File: config.mk
export PLATFORM = sky130hd
export DESIGN_NAME = unidade_de_store
export DESIGN_NICKNAME = d
export VERILOG_FILES = /design/src/rtl/defs_memoria.sv /design/src/rtl/alinhador_de_store.sv /design/src/rtl/unidade_de_store.sv
export SDC_FILE = /design/constraint.sdc
export NUM_CORES = 1
export LEC_CHECK = 0
export ABC_AREA = 1
export CORE_ASPECT_RATIO = 0.9
export CORE_MARGIN = 2
export CORE_UTILIZATION = 40
export CTS_BUF_LIST = sky130_fd_sc_hd__clkbuf_8
export CTS_CLUSTER_SIZE = 10
export DETAILED_ROUTE_END_ITERATION = 8
export DONT_BUFFER_PORTS = 1
export PLACE_DENSITY = 0.53
export SLEW_MARGIN = 20
export SYNTH_ARGS = -nofsm -noshare
export SYNTH_HDL_FRONTEND = slang
export SYNTH_SLANG_ARGS = --single-unit
File: constraint.sdc
create_clock -name clock -period 1.4 [get_ports clock]
set_input_delay 0.28 -clock clock [delete_from_list [all_inputs] [get_ports clock]]
set_output_delay 0.28 -clock clock [all_outputs]
set_load 0.1 [all_outputs]
File: src/rtl/defs_memoria.sv
// Purpose: encodings shared by the store unit and the matching load unit.
// Latency: n/a (types and constants only).
// Backpressure: n/a.
package defs_memoria;

  // Access width as encoded in the control word from the decoder.
  typedef enum logic [1:0] {
    TIPO_SB  = 2'b00,
    TIPO_SH  = 2'b01,
    TIPO_SW  = 2'b10,
    TIPO_RES = 2'b11
  } tipo_t;

  // Failure cause reported to the control unit alongside done.
  typedef enum logic [1:0] {
    CAUSA_NENHUMA     = 2'b00,
    CAUSA_DESALINHADO = 2'b01,
    CAUSA_TIPO        = 2'b10,
    CAUSA_TIMEOUT     = 2'b11
  } causa_t;

  typedef enum logic [1:0] {
    OCIOSO   = 2'b00,
    ESCRITA  = 2'b01,
    RESPOSTA = 2'b10
  } estado_t;

  // Default write wait budget; the wait counter is 8 bits wide.
  localparam int unsigned MAX_WAIT_PADRAO = 255;

endpackage

File: src/rtl/alinhador_de_store.sv
// Purpose: narrows a store value to SB/SH/SW width and places it on the byte lanes.
// Latency: purely combinational.
// Backpressure: none; the caller registers the result.
// Ports: tipo (store type), endereco_lo (address[1:0]), dado (rt value) in;
//        mem_dado, mem_byte_en (lane data/enables), desalinhado, tipo_invalido out.
module alinhador_de_store
  import defs_memoria::*;
(
  input  logic [1:0]  tipo,
  input  logic [1:0]  endereco_lo,
  input  logic [31:0] dado,
  output logic [31:0] mem_dado,
  output logic [3:0]  mem_byte_en,
  output logic        desalinhado,
  output logic        tipo_invalido
);

  always_comb begin
    mem_dado      = dado;
    mem_byte_en   = 4'b0000;
    desalinhado   = 1'b0;
    tipo_invalido = 1'b0;
    case (tipo_t'(tipo))
      TIPO_SB: begin
        // Replicating the byte lets memory pick the lane purely by byte enable.
        mem_dado    = {4{dado[7:0]}};
        mem_byte_en = 4'b0001 << endereco_lo;
      end
      TIPO_SH: begin
        mem_dado    = {2{dado[15:0]}};
        mem_byte_en = endereco_lo[1] ? 4'b1100 : 4'b0011;
        desalinhado = endereco_lo[0];
      end
      TIPO_SW: begin
        mem_byte_en = 4'b1111;
        desalinhado = (endereco_lo != 2'b00);
      end
      default: begin
        tipo_invalido = 1'b1;
      end
    endcase
  end

endmodule

File: src/rtl/unidade_de_store.sv
// Purpose: store unit; accepts SB/SH/SW from control, issues one lane-placed word write.
// Latency: done 2 cycles after acceptance with immediate mem_ready, 1 cycle for illegal requests.
// Backpressure: req_ready low while a store is in flight; waits on mem_ready up to MAX_WAIT cycles.
// Ports: clock/reset; req_valid/req_ready/req_tipo/req_endereco/req_dado from control;
//        mem_valid/mem_ready/mem_endereco/mem_dado/mem_byte_en to memory; done/erro/erro_causa status.
module unidade_de_store
  import defs_memoria::*;
#(
  parameter int unsigned MAX_WAIT = MAX_WAIT_PADRAO
) (
  input  logic        clock,
  input  logic        reset,
  input  logic        req_valid,
  output logic        req_ready,
  input  logic [1:0]  req_tipo,
  input  logic [31:0] req_endereco,
  input  logic [31:0] req_dado,
  output logic        mem_valid,
  input  logic        mem_ready,
  output logic [31:0] mem_endereco,
  output logic [31:0] mem_dado,
  output logic [3:0]  mem_byte_en,
  output logic        done,
  output logic        erro,
  output logic [1:0]  erro_causa
);

  localparam logic [7:0] ULTIMA_ESPERA = 8'(MAX_WAIT - 1);

  estado_t     state_q, state_d;
  logic [7:0]  cnt_q, cnt_d;
  logic        req_ready_q, req_ready_d;
  logic        mem_valid_q, mem_valid_d;
  logic [31:0] mem_end_q, mem_end_d;
  logic [31:0] mem_dado_q, mem_dado_d;
  logic [3:0]  mem_be_q, mem_be_d;
  logic        done_q, done_d;
  logic        erro_q, erro_d;
  causa_t      causa_q, causa_d;

  logic [31:0] al_dado;
  logic [3:0]  al_be;
  logic        al_desalinhado;
  logic        al_tipo_invalido;

  alinhador_de_store u_alinhador (
    .tipo          (req_tipo),
    .endereco_lo   (req_endereco[1:0]),
    .dado          (req_dado),
    .mem_dado      (al_dado),
    .mem_byte_en   (al_be),
    .desalinhado   (al_desalinhado),
    .tipo_invalido (al_tipo_invalido)
  );

  // done/erro/erro_causa are computed on the transition into RESPOSTA so they
  // come straight from flops and are zero in every other state.
  always_comb begin
    state_d     = state_q;
    cnt_d       = cnt_q;
    req_ready_d = req_ready_q;
    mem_valid_d = mem_valid_q;
    mem_end_d   = mem_end_q;
    mem_dado_d  = mem_dado_q;
    mem_be_d    = mem_be_q;
    done_d      = 1'b0;
    erro_d      = 1'b0;
    causa_d     = CAUSA_NENHUMA;
    case (state_q)
      OCIOSO: begin
        if (req_valid) begin
          req_ready_d = 1'b0;
          if (al_tipo_invalido || al_desalinhado) begin
            // Reserved type outranks misalignment; memory is never touched.
            state_d = RESPOSTA;
            done_d  = 1'b1;
            erro_d  = 1'b1;
            causa_d = al_tipo_invalido ? CAUSA_TIPO : CAUSA_DESALINHADO;
          end else begin
            state_d     = ESCRITA;
            mem_valid_d = 1'b1;
            cnt_d       = 8'd0;
            mem_end_d   = {req_endereco[31:2], 2'b00};
            mem_dado_d  = al_dado;
            mem_be_d    = al_be;
          end
        end
      end
      ESCRITA: begin
        if (mem_ready) begin
          // Handshake wins even on the final allowed wait cycle.
          state_d     = RESPOSTA;
          mem_valid_d = 1'b0;
          mem_be_d    = 4'b0000;
          done_d      = 1'b1;
        end else if (cnt_q == ULTIMA_ESPERA) begin
          state_d     = RESPOSTA;
          mem_valid_d = 1'b0;
          mem_be_d    = 4'b0000;
          done_d      = 1'b1;
          erro_d      = 1'b1;
          causa_d     = CAUSA_TIMEOUT;
        end else begin
          cnt_d = cnt_q + 8'd1;
        end
      end
      RESPOSTA: begin
        state_d     = OCIOSO;
        req_ready_d = 1'b1;
      end
      default: begin
        state_d     = OCIOSO;
        req_ready_d = 1'b1;
        mem_valid_d = 1'b0;
        mem_be_d    = 4'b0000;
      end
    endcase
  end

  always_ff @(posedge clock) begin
    if (reset) begin
      state_q     <= OCIOSO;
      cnt_q       <= 8'd0;
      req_ready_q <= 1'b1;
      mem_valid_q <= 1'b0;
      mem_end_q   <= 32'd0;
      mem_dado_q  <= 32'd0;
      mem_be_q    <= 4'b0000;
      done_q      <= 1'b0;
      erro_q      <= 1'b0;
      causa_q     <= CAUSA_NENHUMA;
    end else begin
      state_q     <= state_d;
      cnt_q       <= cnt_d;
      req_ready_q <= req_ready_d;
      mem_valid_q <= mem_valid_d;
      mem_end_q   <= mem_end_d;
      mem_dado_q  <= mem_dado_d;
      mem_be_q    <= mem_be_d;
      done_q      <= done_d;
      erro_q      <= erro_d;
      causa_q     <= causa_d;
    end
  end

  assign req_ready    = req_ready_q;
  assign mem_valid    = mem_valid_q;
  assign mem_endereco = mem_end_q;
  assign mem_dado     = mem_dado_q;
  assign mem_byte_en  = mem_be_q;
  assign done         = done_q;
  assign erro         = erro_q;
  assign erro_causa   = causa_q;

endmodule

==> results_dict.tcl, run 1 <==
set metrics [dict create \
    io_buffers 0 \
    initial_core_util_pct 40.79 \
    drive_gt1_share_pct 28.42 \
    clkPwrFrac_pct 26.8 \
    cts_tree "yes" \
    endpoint_kind "register" \
    die_y_um 92.26 \
    numCtsBuffers 9 \
    hold_viol 0 \
    finalSetupViolations 0 \
    slew_violations 0 \
    drc 0 \
    setup_tns_ps 0 \
    critPathLaunch "cnt_q[0]$_SDFFE_PP0P_" \
    hpwl_mm 6.625 \
    r2r_start "cnt_q[0]$_SDFFE_PP0P_" \
    seqPwrFrac_pct 34.8 \
    internal_power_w 0.004467 \
    die_area_sq_um 9417 \
    syn-instance-count 467 \
    yosysWarnings 0 \
    cts_buffer_depth 2 \
    drt_iter0_markers 113 \
    yosysSeqAreaShare_pct 47.42 \
    pin_count 144 \
    switching_power_w 0.003211 \
    combPwrFrac_pct 38.5 \
    die_x_um 102.1 \
    nNetsFinal 642 \
    synth.cell_area_sq_um 3462 \
    p_leak_nw 2.185 \
    cp_max_fo 5 \
    wirelength_mm 9.697 \
    grt_max_degree 56 \
    clock_latency_ps 340 \
    finalCritPeriodShare_pct 99.23 \
    avgViaCountPerCell 4.816 \
    antenna_left 0 \
    min-delay-path-class "input pin to register" \
    max_freq_mhz 719.9 \
    cp-start-kind "register" \
    vdd_ir_drop_max_v 0.0007721 \
    reg2reg_depth 10 \
    r2r-end "cnt_q[4]$_SDFFE_PP0P_" \
    gp_congestion 0.8171 \
    max_cap_violations 0 \
    grt_pass1_vias 3136 \
    place_ws_ps -125.4 \
    antenna_found_initial 0 \
    track_usage_pct 20.16 \
    grt_pass1_wl_mm 14.92 \
    antenna_cells 0 \
    avgRoutedWirePerCell_um 14.07 \
    area_growth_pct 38.96 \
    syn_avg_cell_area_sq_um 7.413 \
    cellPowerDensity_nw_per_um2 1596 \
    clkTransAtPathRegs_ps 80 \
    cts.sinks 82 \
    num_rows 32 \
    gr-total-overflow 0 \
    min-delay-start "reset" \
    holdPathStages 2 \
    ys_seq_elements 82 \
    coreArea_sq_um 8488 \
    rrSetupSlack_ps 10 \
    min_period_ps 1389 \
    cts-root-buf "clkbuf_8" \
    cp.arrival_ps 1610 \
    setup_slack_ps 10.84 \
    htreeDepth 3 \
    skew_ps 3.757 \
    firstDrtPassIters 4 \
    status "finished clean" \
    dr_total_vias 3318 \
    rsz0062_at_grt "yes" \
    switching_share_pct 41.82 \
    critical_path_required_ps 1620 \
    yosysUniqueCellTypes 25 \
    whs_endpoint "req_ready$_SDFFE_PP1P_" \
    critical_path_class "register to register" \
]
-- critical path, stage by stage, from the launching register on --
cell     delay, ps
dfxtp_2        330
inv_2           60
ha_4           120
nand2_2         50
nor2_2         120
nand2_2        100
nand2_2        120
nand2_4         80
buf_4          140
a21oi_1        110
nor3_1          50
-- worst max-delay path by stage --
stage / endpoint / slack, ps / cells past startpoint
2_1_floorplan: mem_endereco[17]$_SDFFE_PP0P_ / -3 / 11
3_3_place_gp: cnt_q[3]$_SDFFE_PP0P_ / -100 / 10
3_5_place_dp: cnt_q[3]$_SDFFE_PP0P_ / -130 / 10
4_1_cts: mem_byte_en[0]$_SDFFE_PP0P_ / -50 / 9
5_1_grt: mem_byte_en[0]$_SDFFE_PP0P_ / -90 / 10
6_report: cnt_q[4]$_SDFFE_PP0P_ / 10 / 10
-- power by group through the flow --
stage | clock (W) | combinational, W | sequential (W)
2_1_floorplan | 0 | 0.000653 | 0.00426
3_3_place_gp | 0 | 0.00275 | 0.00271
3_5_place_dp | 0 | 0.00276 | 0.00271
4_1_cts | 0.00213 | 0.00280 | 0.00266
5_1_grt | 0.00221 | 0.00312 | 0.00270
6_report | 0.00206 | 0.00295 | 0.00267
-- layout by cell type (no fill, tap or decap), types with 5 or more instances in the layout --
master    instances
nor2_1           99
buf_4            98
dfxtp_1          78
o21ai_0          71
a21oi_1          53
nand2_1          44
inv_1            26
o21ai_1          15
nand2_2           9
clkbuf_8          9
buf_12            8
nor2_2            7
ha_1              5
-- cell families after synthesis --
kind of cell	synth area share, %
simple gates	19.62
flops	47.42
buf+inv	8.637
compound gates	22.05
other cells	0.1083
fa+ha+maj	2.168
-- timing repair --
item,4_1_cts,5_1_grt
gates resized for setup,8,37
endpoints found under the setup margin,12,78
setup buffers,3,6
pin swaps,9,13
hold buffers,1,0
cloned,1,5
endpoints found under the hold margin,8,0
-- cell usage after synthesis (all sizes together) --
cell type,count,share of area (%)
a21oi,54,7.9
a21o,1,0.22
o21ai,87,13
nand2,55,6.5
ha,6,2.2
nor2,108,12
conb,1,0.11
nand3,3,0.43
clkbuf,11,1.2
dfxtp,82,47
a31oi,3,0.54
buf,17,4.0
inv,32,3.5
nor3,4,0.58
o211a,2,0.58
o21a,1,0.22
-- registers in the layout, summed over array words and instances (netlist names) --
register	flops
cnt_q	8
done	1
erro	1
erro_causa	2
mem_byte_en	4
mem_dado	32
mem_endereco	30
mem_valid	1
req_ready	1
state_q	2
-- per-layer routing --
layer / track usage, % / vias up / share of wire [%]
li1: - / 1715 / -
met1: 25.53 / 1495 / 44
met2: 32.13 / 98 / 48
met3: 6.021 / 10 / 7.0
met4: 7.667 / 0 / 1.1
met5: 0 / - / 0
-- area by class of cell --
class	count	area, sq um
fillers	839	3677
flip-flops and latches	82	1649
multi-input cells	327	1612
repair buffers	113	1018
well taps	119	148.9
inverters	32	135.1
clock buffers	9	123.9
clock inverters	6	115.1
repair inverters	1	8.758
-- per-stage QoR --
step           instances  total power [W]  cell area (sq um)  hold WS (ps)  util, %
6_report             689         0.007678               4811         63.89    56.68
5_1_grt              689         0.008022               4811         52.02    56.68
4_1_cts              678         0.007595               4566         39.36    53.79
3_5_place_dp         658         0.005478               4264         353.5    50.24
3_3_place_gp         658         0.005453               4264         352.8    50.24
2_1_floorplan        468         0.004915               3480         425.2        -
(Power assumes the default switching activity.)
==> inputs of run 2 (changes only) <==
- CELL_PAD_IN_SITES_DETAIL_PLACEMENT: default -> 1
- CELL_PAD_IN_SITES_GLOBAL_PLACEMENT: default -> 2
- CORE_UTILIZATION: 40 -> 31
- PLACE_DENSITY: 0.53 -> 0.74
==> run 2 against run 1 <==
Against the previous run:
- the run now ends with hold timing, setup timing left
- sequential power is essentially flat
- first-iteration DRC count grew 46%
- design area grew 8.9%
- clock skew grew 7.1 ps
- clock power shrank 19%
- critical endpoint is now cnt_q[0]$_SDFFE_PP0P_
- largest cell class is now multi-input gates
==> results_dict.tcl, run 2 (synthesized netlist as in run 1, its figures left out) <==
set metrics [dict create \
    wirelength_mm 11.98 \
    die_area_sq_um 12030 \
    n_fill_cell 1312 \
    setup_tns_ps -186.8 \
    vdd_ir_drop_max_v 0.0007957 \
    hold_viol 8 \
    finalCritPeriodShare_pct 103.3 \
    nNetsFinal 650 \
    hpwl_mm 7.913 \
    hold_ws_ps -39.45 \
    internal_power_w 0.004141 \
    combPwrFrac_pct 42.7 \
    max_cap_violations 0 \
    grt_pass1_vias 3518 \
    num_rows 36 \
    final_cell_mix "buf_4 (96), nor2_1 (78), dfxtp_1 (78), a21oi_1 (47), nand2_1 (42)" \
    cp.arrival_ps 1700 \
    finalSetupViolations 9 \
    drive_gt1_share_pct 39.72 \
    final_common_cell "buf_4" \
    cp-start-kind "register" \
    initial_core_util_pct 31.89 \
    grt_max_degree 33 \
    grt_pass1_wl_mm 17.14 \
    reg2reg_depth 9 \
    cp_max_fo 5 \
    min-delay-path-class "input pin to register" \
    io_buffers 0 \
    clkTransAtPathRegs_ps 80 \
    pin_count 144 \
    area_growth_pct 51.32 \
    slew_violations 0 \
    final_util_pct 48.26 \
    cts.sinks 82 \
    endpoint "cnt_q[0]$_SDFFE_PP0P_" \
    cellPowerDensity_nw_per_um2 1454 \
    seqPwrFrac_pct 35.4 \
    die_y_um 104.3 \
    critPathLaunch "cnt_q[0]$_SDFFE_PP0P_" \
    numCtsBuffers 9 \
    min_period_ps 1446 \
    rrSetupSlack_ps -50 \
    die_x_um 115.4 \
    clkPwrFrac_pct 21.8 \
    avgViaCountPerCell 4.865 \
    dpl_cell_area_sq_um 4363 \
    firstDrtPassIters 4 \
    seq_area_sq_um 1649 \
    r2r_start "cnt_q[0]$_SDFFE_PP0P_" \
    cts-root-buf "clkbuf_8" \
    multi_input_area_sq_um 1858 \
    gr-total-overflow 0 \
    r2r-end "cnt_q[0]$_SDFFE_PP0P_" \
    antenna_found_initial 0 \
    max_freq_mhz 691.6 \
    setup_slack_ps -45.84 \
    clock_latency_ps 380 \
    rsz0062_at_grt "yes" \
    htreeDepth 3 \
    final_cells 731 \
    gp_congestion 0.8038 \
    switching_power_w 0.003475 \
    dr_total_vias 3556 \
    drt_iter0_markers 165 \
    coreArea_sq_um 10860 \
    largest_register_ffs 32 \
    design_area_sq_um 5239 \
    critical_path_class "register to register" \
    antenna_cells 0 \
    p_leak_nw 2.331 \
    drc 0 \
    cts_tree "yes" \
    status "finished, violations left" \
    skew_ps 10.84 \
    failed_checks "hold timing, setup timing" \
    antenna_left 0 \
    track_usage_pct 18.15 \
    critical_path_required_ps 1660 \
    switching_share_pct 45.62 \
    endpoint_kind "register" \
    place_ws_ps -161.3 \
    dp.cells 697 \
    avgRoutedWirePerCell_um 16.39 \
    cts_buffer_depth 2 \
]
[run 2: cell count changes in the layout (fill, tap and decap cells not counted), moves of 4 or more]
cell,delta
nor2_4,+6
nor2_1,-21
a21oi_1,-6
o21ai_2,+27
clkbuf_16,+5
o21ai_0,-46
nand2_4,+5
o21ai_1,+19
buf_6,+4
a21oi_2,+6
nor2_2,+15
[run 2: worst max-delay path, stage by stage, from the launching register on]
cell and delay, ps:
dfxtp_2 340, inv_2 80, ha_4 130, nand2_4 50, nor2_4 130, nand2_4 80
nand2_4 90, nand2_4 80, o21ai_0 250, nor2_1 90
[run 2: metal layers]
metal  track usage [%]  vias to the layer above  wire length, um
met4             6.368                        0              208
met2             30.70                       82             5974
met1             21.67                     1712             5140
li1                  -                     1746                -
met5                 0                        -                0
met3             5.303                       16              661
[run 2: power by group through the flow]
stage / Sequential (W) / Combinational (W) / Clock (W)
after floorplan: 0.00426 / 0.000653 / 0
after global placement: 0.00271 / 0.00278 / 0
after detailed placement: 0.00272 / 0.00281 / 0
after CTS: 0.00267 / 0.00285 / 0.00173
after global routing: 0.00273 / 0.00341 / 0.00182
final: 0.00270 / 0.00326 / 0.00166
[run 2: how the worst min path moves through the flow]
| stage | startpoint | end | depth (start not counted) | slack (ps) |
|---|---|---|---|---|
| final | reset | cnt_q[1]$_SDFFE_PP0P_ | 1 | -40 |
| after floorplan | req_endereco[4] | mem_endereco[4]$_SDFFE_PP0P_ | 2 | 430 |
| after detailed placement | reset | mem_valid$_SDFFE_PP0P_ | 1 | 350 |
| after global routing | reset | cnt_q[1]$_SDFFE_PP0P_ | 1 | -70 |
| after CTS | reset | mem_valid$_SDFFE_PP0P_ | 1 | -60 |
| after global placement | reset | mem_byte_en[2]$_SDFFE_PP0P_ | 1 | 350 |
[run 2: area by class of cell]
type                    count  area share (%)
clock buffers              10           2.627
clock inverters             6          0.9315
inverters                  32           2.675
multi-input cells         327           35.47
flip-flops and latches     82           31.48
well taps                 152           3.630
repair buffers            121           22.88
repair inverters            1          0.3105
[run 2: what timing repair did]
item                       in CTS  in global routing
setup endpoints to repair      17                 78
pin swaps                       2                 26
buffers inserted                1                  4
gates cloned                    1                 12
gates resized for setup        11                163
hold endpoints to repair        8                  8
[run 2: through the flow]
step / power (W) / hold slack (ps)
final: 0.007616 / -39.45
after global routing: 0.007961 / -70.27
after CTS: 0.007246 / -57.35
after detailed placement: 0.005536 / 353.8
after global placement: 0.005489 / 352.0
after floorplan: 0.004915 / 425.2
==> edit 1, RTL diff (settings of run 2) <==
Reset style: asynchronous (`reset`), changed in one clocked block.
--- a/src/rtl/unidade_de_store.sv
+++ b/src/rtl/unidade_de_store.sv
@@ -117,7 +117,7 @@
     endcase
   end
 
-  always_ff @(posedge clock) begin
+  always_ff @(posedge clock or posedge reset) begin
     if (reset) begin
       state_q     <= OCIOSO;
       cnt_q       <= 8'd0;
Check against the original RTL: differs if reset is asserted again (counterexample within 4 cycles, from zero or initial values and one cycle with reset high); with reset held inactive, the same outputs for 10 cycles.
==> edit 1 against run 2 <==
- the run ends with setup timing left
- die area rose by 5.9%
- area after synthesis rose by 6.1%
- utilization down 3.4 points
- setup slack got worse by 18 ps
- final area shrank 1.7%
- sequential cell count unchanged
- count of clock-buffer cells in the layout increased by 1
- routed wire length is 4.5% lower
Power is left out: the tool's default activity adds up to more than one toggle a clock period on the data nets, which glitch-free logic cannot reach.
==> edit 1: results <==
status:
  status: "finished with violations"
  violations: "setup timing"
timing:
  hold_viol_final: 0
  setup_viol: 62
  fin_ws_ps: -64.2
  timing.hold.ws_ps: 19.7
  finClkSkew_ps: 6.71
worst_setup_path:
  worstPathMaxFanout: 8
  timing.rr.end: "mem_byte_en[0]"
  cp-startpoint: "state_q[1]"
  crit_family: "simple AND/OR/NAND/NOR gates"
  crit_arrival_ps: 1760
  critPathMaxStageDelay_ps: 410
  crit_slowest_cell: "dfrtp_1"
  reg2reg_depth: 8
global_route:
  gr-usage-met2_pct: 30.2
  grt_pass1_wl_mm: 17.5
  use_met1_pct: 20.0
  grt_pass1_vias: 3392
  grt_usage_pct: 17.8
  grt_use_met3_pct: 7.94
worst_hold_path:
  hp-start: "req_endereco[4]"
  hold_path_end: "mem_endereco[4]"
  hold-path-cell-count: 2
place:
  numPlacedInstances: 658
  place_congestion: 0.732
  dpl-instance-area_sq_um: 4540
final_layout:
  drive_above_1_share_pct: 34.9
  finalNonFillerCells: 692
  fin_nets: 607
  multi_input_area_sq_um: 1600
  fill_cells: 1372
routing:
  drtIter0Drc: 127
  wl_met3_microns: 922
  met2WireLength_mm: 5.78
yosys:
  synth_ff_type: "dfrtp_1"
  ys_types: 27
  synth_common_cells: "nand2_1, dfrtp_1, inv_1, o21ai_0, a21oi_1"
  postSynth.asyncResetShare_pct: 100
  yosysSeqAreaShare_pct: 55.9
  synthTopCellsByArea: "dfrtp_1, nand2_1, o21ai_0, inv_1, a21oi_1"
  syn_area_sq_um: 3670
cts:
  clock_latency_ps: 360
[edit 1: cell types whose count changed after synthesis, moves of 14 or more]
cell	run 2	this run
a21oi_1	53	20
nand2_1	50	170
nor2_1	104	18
dfxtp_1	82	0
o21ai_0	85	28
dfrtp_1	0	81
o21ai_1	2	16
[edit 1: worst max-delay path by stage]
stage / end / slack [ps] / cells past startpoint
floorplan: mem_byte_en[0] / 9 / 11
global placement: mem_dado[8] / -80 / 6
detailed placement: mem_dado[15] / -200 / 6
CTS: mem_endereco[18] / -40 / 8
global route: mem_endereco[22] / -150 / 8
finish: mem_byte_en[0] / -60 / 8
[edit 1: what timing repair did]
action                                 4_1_cts  5_1_grt
endpoints found under the hold margin       84        2
setup endpoints to repair                   50       81
pin swaps                                    3       13
setup buffers                                4        4
gates resized for setup                     18       63
hold buffers                                 4        2
gates cloned                                 2        2
[edit 1: through the flow]
step                TNS (ps)  setup WS [ps]
floorplan                  0           8.62
global placement       -2970          -77.6
detailed placement     -8370           -197
CTS                     -364          -42.7
global route           -8790           -155
finish                 -2270          -64.2
[edit 1: logic make-up (layout without fill, tap and decap cells)]
family	after synthesis	after routing	synth area share, %
AOI/OAI and AO/OA	76	76	11.2
xor gates and xnor gates	6	6	1.43
adders and majority gates	6	6	2.04
buffers and inverters	47	156	6.74
DFF	82	82	55.9
other	1	2	0.102
and+or+nand+nor	206	208	22.6
[edit 1: area by class of cell]
cell class / instances / share of cell area (%)
Sequential cell: 82 / 39.9
Multi-Input combinational cell: 298 / 31.1
Timing Repair Buffer: 111 / 19.4
Tap cell: 156 / 3.79
Clock buffer: 11 / 2.94
Inverter: 29 / 2.33
Clock inverter: 5 / 0.559
==> edit 2, RTL diff (config.mk and constraints of run 2) <==
Without the edit above. The package constant `MAX_WAIT_PADRAO` goes from 255 to 127.
--- a/src/rtl/defs_memoria.sv
+++ b/src/rtl/defs_memoria.sv
@@ -26,7 +26,7 @@
   } estado_t;
 
   // Default write wait budget; the wait counter is 8 bits wide.
-  localparam int unsigned MAX_WAIT_PADRAO = 255;
+  localparam int unsigned MAX_WAIT_PADRAO = 127;
 
 endpackage
 
Check against the original RTL: same outputs for any inputs over 4 cycles, from zero or initial values and one cycle with reset high; that may be too few to reach the edited logic, so the function may still have changed.
==> edit 2 against run 2 <==
- final area fell by 7.7%
- routed wire length fell by 8.5%
- hold slack gained 95 ps
- power up 1.3%
- sequential cell count unchanged
- area after synthesis grew 0.80%
- first-iteration DRC count fell by 0.61%
- combinational power is 8.9% lower
- setup slack improved by 53 ps
- critical endpoint is now cnt_q[5]
- largest power group unchanged
==> edit 2: results <==
routing:
  via_count: 3428
  drtIter0Drc: 164
  wirelength_mm: 11.0
  post_drt_wl_per_cell_microns: 15.2
  dr.pass1.iters: 4
worst_setup_path:
  r2r_slack_ps: 7
  reg2reg_depth: 11
  cp-startpoint: "cnt_q[0]"
  worstReg2RegStart: "cnt_q[0]"
  worstPathMaxFanout: 6
  worst_setup_path_endpoint: "cnt_q[5]"
final_layout:
  largest_reg_flops: 32
  drive_above_1_share_pct: 30.1
  fin_nets: 640
  num_antenna_cells: 0
  fill_cells: 1358
yosys:
  synth_warnings: 0
  ys_types: 26
  yosys.area_share.adder_pct: 2.15
  synth_common_cells: "nor2_1, o21ai_0, dfxtp_1, a21oi_1, nand2_1"
  syn_inst: 469
  postSynth.asyncResetShare_pct: 0
  synthTopCellsByArea: "dfxtp_1, o21ai_0, nor2_1, a21oi_1, nand2_1"
  muxShareOfSynthArea_pct: 0
  yosysSeqAreaShare_pct: 47.0
  synth_top_family_by_area: "compound AO/OA/AOI/OAI gates"
  synth_xor_area_share_pct: 0
  synth_ff_type: "dfxtp_1"
  synth_compound_area_share_pct: 21.9
power:
  p_leak_uw: 0.00218
  ir_worst_vdd_v: 0.000799
worst_hold_path:
  hold_class: "input pin to register"
cts:
  cts_buffers: 9
  cts.reportedPaths.clkPinSlew_ps: 80
  cts_root_buffer: "clkbuf_8"
  clock_latency_ps: 360
  clockBufferDepth: 2
  htree_levels: 3
place:
  place_congestion: 0.796
  numPlacedInstances: 697
  dp_slack_ps: -125
  hpwl_mm: 8.07
  numPortBuffers: 0
global_route:
  grt_max_degree: 38
  antenna_found_initial: 0
  grt_pass1_wl_mm: 16.9
  grt_usage_pct: 17.5
status:
  status: "finished clean"
timing:
  tightestPinTransition_ps: 490
  finClkSkew_ps: 4.59
  period_share_pct: 99.5
==> edit 2: power by group <==
part / leakage [uW] / internal (uW) / switching (uW)
Combinational: 0.00138 / 690 / 2280
Sequential: 0.000677 / 2570 / 112
Clock: 0.000117 / 1180 / 882
==> edit 2: critical path, stage by stage (launching register included) <==
cell	delay, ps
dfxtp_2	330
inv_2	50
ha_2	160
nand2_2	60
nor2_4	120
nand2_4	80
nand2_4	70
nand2_4	70
buf_12	140
a21o_1	140
nand2_1	50
inv_1	30
==> edit 2: cell type report <==
cell class	instances	area, sq um	share of cell area [%]
Timing Repair Buffer	110	945	19.5
Inverter	33	139	2.87
Clock inverter	7	118	2.43
Clock buffer	9	124	2.56
Multi-Input combinational cell	328	1670	34.6
Tap cell	152	190	3.93
Sequential cell	82	1650	34.1
==> edit 2: stage by stage <==
step           cell area, sq um  util (%)  setup TNS [ps]  power (uW)
6_report                   4830      44.3               0        7720
5_1_grt                    4830      44.3            -596        8080
4_1_cts                    4630      42.5           -52.7        7690
3_5_place_dp               4350      39.9           -4950        5580
3_3_place_gp               4350      39.9           -1900        5540
2_1_floorplan              3510         -               0        4950
==> edit 2: how the worst min path moves through the flow <==
stage,depth (start not counted),endpoint,slack [ps],from
2_1_floorplan,2,mem_dado[7],440,req_dado[7]
3_3_place_gp,1,cnt_q[4],350,reset
3_5_place_dp,1,erro,350,reset
4_1_cts,1,cnt_q[4],-30,reset
5_1_grt,2,req_ready,50,reset
6_report,2,req_ready,60,reset
==> edit 2: cell families after synthesis <==
logic type | after synthesis
other | 1
AO/OA/AOI/OAI | 148
adder cells (fa/ha/maj) | 6
flip-flops | 82
buffers and inverters | 61
AND/OR/NAND/NOR | 171
==> edit 2: what timing repair did <==
item / CTS / global route
cloned: 0 / 3
setup buffers: 2 / 2
setup endpoints to repair: 14 / 61
gates resized for setup: 9 / 52
hold endpoints to repair: 7 / 7
pin swaps: 4 / 7
==> edit 2: per-layer routing <==
layer | wire length, microns | global-route usage [%] | up-vias | part of all wire, %
li1 | - | - | 1717 | -
met1 | 5000 | 22.1 | 1613 | 46
met2 | 5180 | 29.1 | 87 | 47
met3 | 664 | 4.99 | 11 | 6.1
met4 | 119 | 4.34 | 0 | 1.1
met5 | 0 | 0 | - | 0
